**config.mk**
```make
export PLATFORM = sky130hd
export DESIGN_NAME = signal_feeder_fifo
export DESIGN_NICKNAME = d
export VERILOG_FILES = /design/src/rtl/signal_feeder_fifo.sv
export SDC_FILE = /design/constraint.sdc
export NUM_CORES = 1
export LEC_CHECK = 0
export ABC_AREA = 1
export BUFFER_PORTS_ARGS = -buffer_cell sky130_fd_sc_hd__buf_2
export CAP_MARGIN = 20
export CORE_MARGIN = 1
export CORE_UTILIZATION = 50
export DETAILED_ROUTE_END_ITERATION = 10
export GPL_TIMING_DRIVEN = 0
export PLACE_DENSITY = 0.8
export SYNTH_ARGS = -nofsm -noshare
export SYNTH_HDL_FRONTEND = slang
export SYNTH_SLANG_ARGS = --single-unit
```
**constraint.sdc**
```tcl
create_clock -name clk -period 3.15 [get_ports clk]
set_clock_uncertainty 0.1 [all_clocks]
set_input_delay 0.4725 -clock clk [delete_from_list [all_inputs] [get_ports clk]]
set_output_delay 0.4725 -clock clk [all_outputs]
set_load 0.02 [all_outputs]
```
**src/rtl/signal_feeder_fifo.sv**
```systemverilog
`default_nettype none
// ============================================================================
//  Module   : signal_feeder_fifo
//  Purpose  : First-word-fall-through buffer feeding the signal manager.
//             Producer words are queued in a circular register array and
//             presented on data/valid. One word is popped per manager ack.
//             Writes into a full buffer are dropped, and the drops are
//             recorded in a sticky overflow flag and a saturating counter.
//  Revision : 1.0 - initial release
// ============================================================================
module signal_feeder_fifo #(
    parameter int WIDTH = 32,   // must match the manager's data width
    parameter int DEPTH = 8     // power of two, at least 2
) (
    input  logic                     clk,
    input  logic                     rst,
    input  logic                     wr_en,
    input  logic [WIDTH-1:0]         wr_data,
    output logic                     full,
    output logic                     valid,
    output logic [WIDTH-1:0]         data,
    input  logic                     ack,
    output logic [$clog2(DEPTH):0]   count,
    output logic                     overflow,
    output logic [7:0]               drop_count
);

    localparam int AW = $clog2(DEPTH);
    localparam int CW = AW + 1;

    localparam logic [CW-1:0] C_DEPTH     = CW'(DEPTH);
    localparam logic [CW-1:0] C_COUNT_ONE = CW'(1);
    localparam logic [AW-1:0] C_PTR_ONE   = AW'(1);
    localparam logic [7:0]    C_DROP_MAX  = 8'hFF;

    // Storage and bookkeeping registers
    logic [WIDTH-1:0] mem_q [DEPTH];
    logic [AW-1:0]    wr_ptr_q,     wr_ptr_d;
    logic [AW-1:0]    rd_ptr_q,     rd_ptr_d;
    logic [CW-1:0]    count_q,      count_d;
    logic             overflow_q,   overflow_d;
    logic [7:0]       drop_count_q, drop_count_d;

    // Event decodes, all based on the pre-edge (registered) occupancy
    logic w_full;
    logic w_valid;
    logic w_push;
    logic w_pop;
    logic w_drop;

    // Status flags come from the registered count only, so wr_en/wr_data
    // never reach valid/data combinationally.
    assign w_full  = (count_q == C_DEPTH);
    assign w_valid = (count_q != '0);

    // Full is sampled before the edge: a pop in the same cycle does not
    // make room for the write.
    assign w_push = wr_en && !w_full;
    assign w_drop = wr_en &&  w_full;
    assign w_pop  = ack   &&  w_valid;

    // Next-state computation for pointers, occupancy and drop statistics
    always_comb begin
        wr_ptr_d     = wr_ptr_q;
        rd_ptr_d     = rd_ptr_q;
        count_d      = count_q;
        overflow_d   = overflow_q;
        drop_count_d = drop_count_q;

        if (w_push) begin
            wr_ptr_d = wr_ptr_q + C_PTR_ONE;
        end

        if (w_pop) begin
            rd_ptr_d = rd_ptr_q + C_PTR_ONE;
        end

        // Simultaneous push and pop leave occupancy unchanged
        unique case ({w_push, w_pop})
            2'b10:   count_d = count_q + C_COUNT_ONE;
            2'b01:   count_d = count_q - C_COUNT_ONE;
            default: count_d = count_q;
        endcase

        if (w_drop) begin
            overflow_d = 1'b1;
            if (drop_count_q != C_DROP_MAX) begin
                drop_count_d = drop_count_q + 8'd1;
            end
        end
    end

    // Control state update with synchronous reset taking priority
    always_ff @(posedge clk) begin
        if (rst) begin
            wr_ptr_q     <= '0;
            rd_ptr_q     <= '0;
            count_q      <= '0;
            overflow_q   <= 1'b0;
            drop_count_q <= '0;
        end else begin
            wr_ptr_q     <= wr_ptr_d;
            rd_ptr_q     <= rd_ptr_d;
            count_q      <= count_d;
            overflow_q   <= overflow_d;
            drop_count_q <= drop_count_d;
        end
    end

    // Word storage; contents are not cleared by reset, only guarded from it
    always_ff @(posedge clk) begin
        if (!rst && w_push) begin
            mem_q[wr_ptr_q] <= wr_data;
        end
    end

    // Head word is a plain register read, stable through the ack cycle,
    // and forced to zero whenever nothing valid is held.
    assign data       = w_valid ? mem_q[rd_ptr_q] : '0;
    assign valid      = w_valid;
    assign full       = w_full;
    assign count      = count_q;
    assign overflow   = overflow_q;
    assign drop_count = drop_count_q;

endmodule
`default_nettype wire

```
# ---- After elaboration in Yosys (flattened, before gate mapping)
# Memories as Yosys holds them, arrays and structs flattened. A register that Yosys moved wholly into a read port is not among the register bits.
# Cells that the tools add are included.
dict set report totals {
  out_inout_bits 47
  ramBits 256
  mem_count 1
  wordCells 30
  ff_bits 19
}
dict set report classes {
  eq_ne 4
  addsub 5
  n_reduce_logical 9
  mux 6
}
# name words width read_ports rd_ports_with_merged_regs wr line
set memory_table {}
lappend memory_table {mem_q 8 32 1 1 1 37} ;# logic [WIDTH-1:0] mem_q [DEPTH];
# operator count
set op_table {}
lappend op_table {{$mux 32} 1}
lappend op_table {{$add 8x1->8 const B} 1}
lappend op_table {{$ne 8x8->1 const B} 1}
lappend op_table {{$pmux 4 s2} 1}
lappend op_table {{$add 3x1->3 const B} 2}
lappend op_table {{$mux 3} 2}
lappend op_table {{$add 4x1->4 const B} 1}
lappend op_table {{$eq 4x4->1 const B} 1}
lappend op_table {{$logic_and 1x1->1} 4}
lappend op_table {{$reduce_bool 4->1} 1}
lappend op_table {{$sub 4x1->4 const B} 1}
lappend op_table {{$eq 2x1->1 const B} 1}
lappend op_table {{$eq 2x2->1 const B} 1}
lappend op_table {{$logic_not 1->1} 2}
lappend op_table {{$mux 1} 2}
lappend op_table {{$reduce_and 2->1} 1}
lappend op_table {{$reduce_bool 2->1} 1}

# ---- Depth between registers and ports, before layout
dict set report logic_depth {
  ltp_word 6
  depth_mapped 14
  mapped_depth_nobuf 14
}

# ---- Worst setup path before layout
# OpenSTA, ideal clock, no wires.
dict set report synth_path {
  path_kind {register -> register}
  startpoint {register count_q[2], in the netlist count[2]}
  endpoint {memory mem_q[0][0], enable pin}
  t_arrival_ns 2.463
  path_stages_with_launch 6
  t_required_ns 2.629
  setup_ns 0.421
  period_less_slack_ns 2.984
  path_slack_ns 0.166
  cell_sequence {dfxtp_1 -> inv_1 -> nand3_2 -> nand2_1 -> or2_1 -> nor2_1}
}
dict set report synth_between {
  elab_chain_len 6
}
# item line
set synth_rtl {}
lappend synth_rtl {{start: declaration} 40} ;# logic [CW-1:0] count_q, count_d;
lappend synth_rtl {{start signal: assignment} 104} ;# count_q <= count_d;
lappend synth_rtl {{$eq 4x4->1} 53} ;# assign w_full = (count_q == C_DEPTH);
lappend synth_rtl {{$logic_not 1->1} 58} ;# assign w_push = wr_en && !w_full;
lappend synth_rtl {{$logic_and 1x1->1} 58}
lappend synth_rtl {{$logic_and 1x1->1} 112} ;# if (!rst && w_push) begin
lappend synth_rtl {{$mux 1} 112}
lappend synth_rtl {{$mux 1 (implied by the code)} 113} ;# mem_q[wr_ptr_q] <= wr_data;
lappend synth_rtl {{end: declaration} 37}
# No other way between the ends.

==> impl_metrics.json <==
{
  "critical_path_arrival_ns": 2.39,
  "routed_wl_mm": 26.6,
  "fmax_mhz": 338,
  "drt_iter0_drc": 759,
  "wire_per_inst_um": 19.9,
  "globalplace.congestion": 0.783,
  "ant_nets": 0,
  "syn_area_per_cell_um2": 12.1,
  "ys_types": 29,
  "peakVddDrop_uv": 497,
  "dieArea_um2": 22900,
  "maxCapViolations": 0,
  "min_period_over_period": 0.939,
  "area_growth_pct": 16.8,
  "cts_buffer_depth": 3,
  "die_h_um": 151,
  "ys_top_cells_by_area": "edfxtp_1 (69%), nor2_1 (8.2%), o21ai_0 (5.7%), dfxtp_1 (3.9%), nand2_1 (2.3%)",
  "synthesis.instances": 921,
  "max-slew-margin-rel": 0.545,
  "drive_gt1_frac": 0.160,
  "p_per_area_nw_per_um2": 834,
  "port_buffers": 82,
  "holdWs_ns": 0.109,
  "yosys.area.top_type": "edfxtp_1",
  "outcome": "finished clean",
  "synth_most_common_cell": "edfxtp_1",
  "htree_num_levels": 1,
  "die_width_um": 151,
  "fin_crit_ns": 2.96,
  "synth_edf_count": 256,
  "synth_top_area_frac": 0.688,
  "ys_seq_area_frac": 0.728,
  "dp_hpwl_mm": 16.9,
  "finalHoldViolCount": 0,
  "syn_nets": 963,
  "cts_setup_buffers": 0,
  "clock_sinks": 278,
  "yosysWarnings": 0,
  "fin_cells": 1339,
  "hold_path.class": "in -> reg",
  "start_util": 0.510,
  "row_count": 54,
  "fin_nets": 1082,
  "grt-ovfl-total": 0,
  "slew_violations": 0,
  "antenna_found_initial": 1,
  "cp-start-kind": "flip-flop",
  "grt_pass1_vias": 7521,
  "cts_root_buffer": "clkbuf_16",
  "place_inst": 1291,
  "synth_commonest_cells": "edfxtp_1 (256), nor2_1 (245), o21ai_0 (127)",
  "track_usage": 0.235,
  "synth-async-reset-ratio": 0,
  "cp-end-kind": "output port",
  "ys_ff_latch": 278,
  "path_clk_slew_ns": 0.06,
  "cts_buffers": 27,
  "syn_area_um2": 11200,
  "vias_per_cell": 5.66,
  "worst_slew_pin_slew_ns": 0.682,
  "required_ns": 2.58,
  "hold_buffers": 0,
  "cp_max_fo": 10,
  "static-leakage-power_nw": 4.70,
  "clock_insertion_delay_worst_skew_ns": 0.52,
  "cts_resized": 0,
  "grt_pass1_wl_mm": 40.4,
  "first_pass_iters": 5,
  "synth_top_flop_cell": "edfxtp_1",
  "routed-via-count": 7574,
  "rsz0062_at_grt": "false",
  "route.detailed.drc": 0,
  "grt_max_degree": 29,
  "setup_viol": 0,
  "path_class": "reg -> out",
  "io-pin-count": 83,
  "cts_tree": "done",
  "coreArea_um2": 21900
}
-- cell families (layout without fill, tap and decap cells) --
family          count (synthesis)  after routing  synth area share
compound gates                217            217             0.108
simple gates                  333            333             0.116
buf+inv                        80            217            0.0364
xor+xnor                        7              7           0.00549
fa+ha+maj                       6              6           0.00672
flops                         278            278             0.728
other cells                     0              1                 0
-- stage by stage --
step / utilization / TNS [ns] / instance area, um^2 / power, mW / setup slack (ns)
floorplan: - / 0 / 11200 / 6.56 / 0.166
global placement: 0.545 / -240.91 / 11900 / 7.68 / -1.17
detailed placement: 0.557 / 0 / 12200 / 7.81 / 0.492
CTS: 0.596 / 0 / 13000 / 10.9 / 0.194
global route: 0.596 / 0 / 13000 / 11.4 / 0.0358
finish: 0.596 / 0 / 13000 / 10.9 / 0.192
-- flip-flops by register name, summed over array words and instances (netlist names), named ones only --
name,cells
count,4
mem_q,256
wr_ptr_q,3
rd_ptr_q,3
drop_count,8
overflow,1
-- critical path: stages, from the launching register on --
cell	delay, ns
dfxtp_1	0.41
inv_1	0.19
clkbuf_1	0.49
o21ai_0	0.19
o22ai_1	0.15
nor2_1	0.06
nor2_1	0.18
buf_2	0.19
-- where the power goes --
group	internal [mW]	total [mW]	switching, mW
registers	4.19	4.28	0.0950
logic	1.05	3.49	2.43
clock network	1.80	3.11	1.30
total	7.05	10.9	3.83
-- cells in the final DEF, fill, tap and decap left out, drive strengths merged, types with 2 or more instances in the layout --
master  count
a21oi      15
buf       119
bufinv      3
clkbuf     55
clkinv     12
dfxtp      22
edfxtp    256
ha          6
inv        27
nand2      69
nand3      13
nand4       3
nor2      246
o211ai     32
o21ai     137
o22ai      32
xnor2       2
xor2        5
-- routing by layer --
metal | up-vias | part of all wire | global-route usage
met3 | 62 | 0.079 | 0.0353
met5 | - | 0.00038 | 0
li1 | 3524 | - | -
met4 | 2 | 0.023 | 0.0710
met2 | 351 | 0.50 | 0.405
met1 | 3635 | 0.40 | 0.306
-- area by class of cell --
cell class	instances	area [um^2]
inverters	27	101
flip-flops and latches	278	8130
fillers	1703	8850
well taps	280	350
clock buffers	31	691
plain buffers	53	305
multi-input cells	563	2700
diodes	1	2.50
clock inverters	16	153
repair buffers	90	616
-- path summary, 6_finish.rpt --
kind | to | slack (ns) | start | cells past startpoint
max | data[2] | 0.19 | flip-flop | 7
min | mem_q[6][30] | 0.11 | wr_data[30] | 1
max reg2reg | mem_q[3][27] | 0.76 | count[2] | 7
min reg2reg | overflow | 0.37 | overflow | 1
No activity file was read; power rests on OpenSTA's default activity.
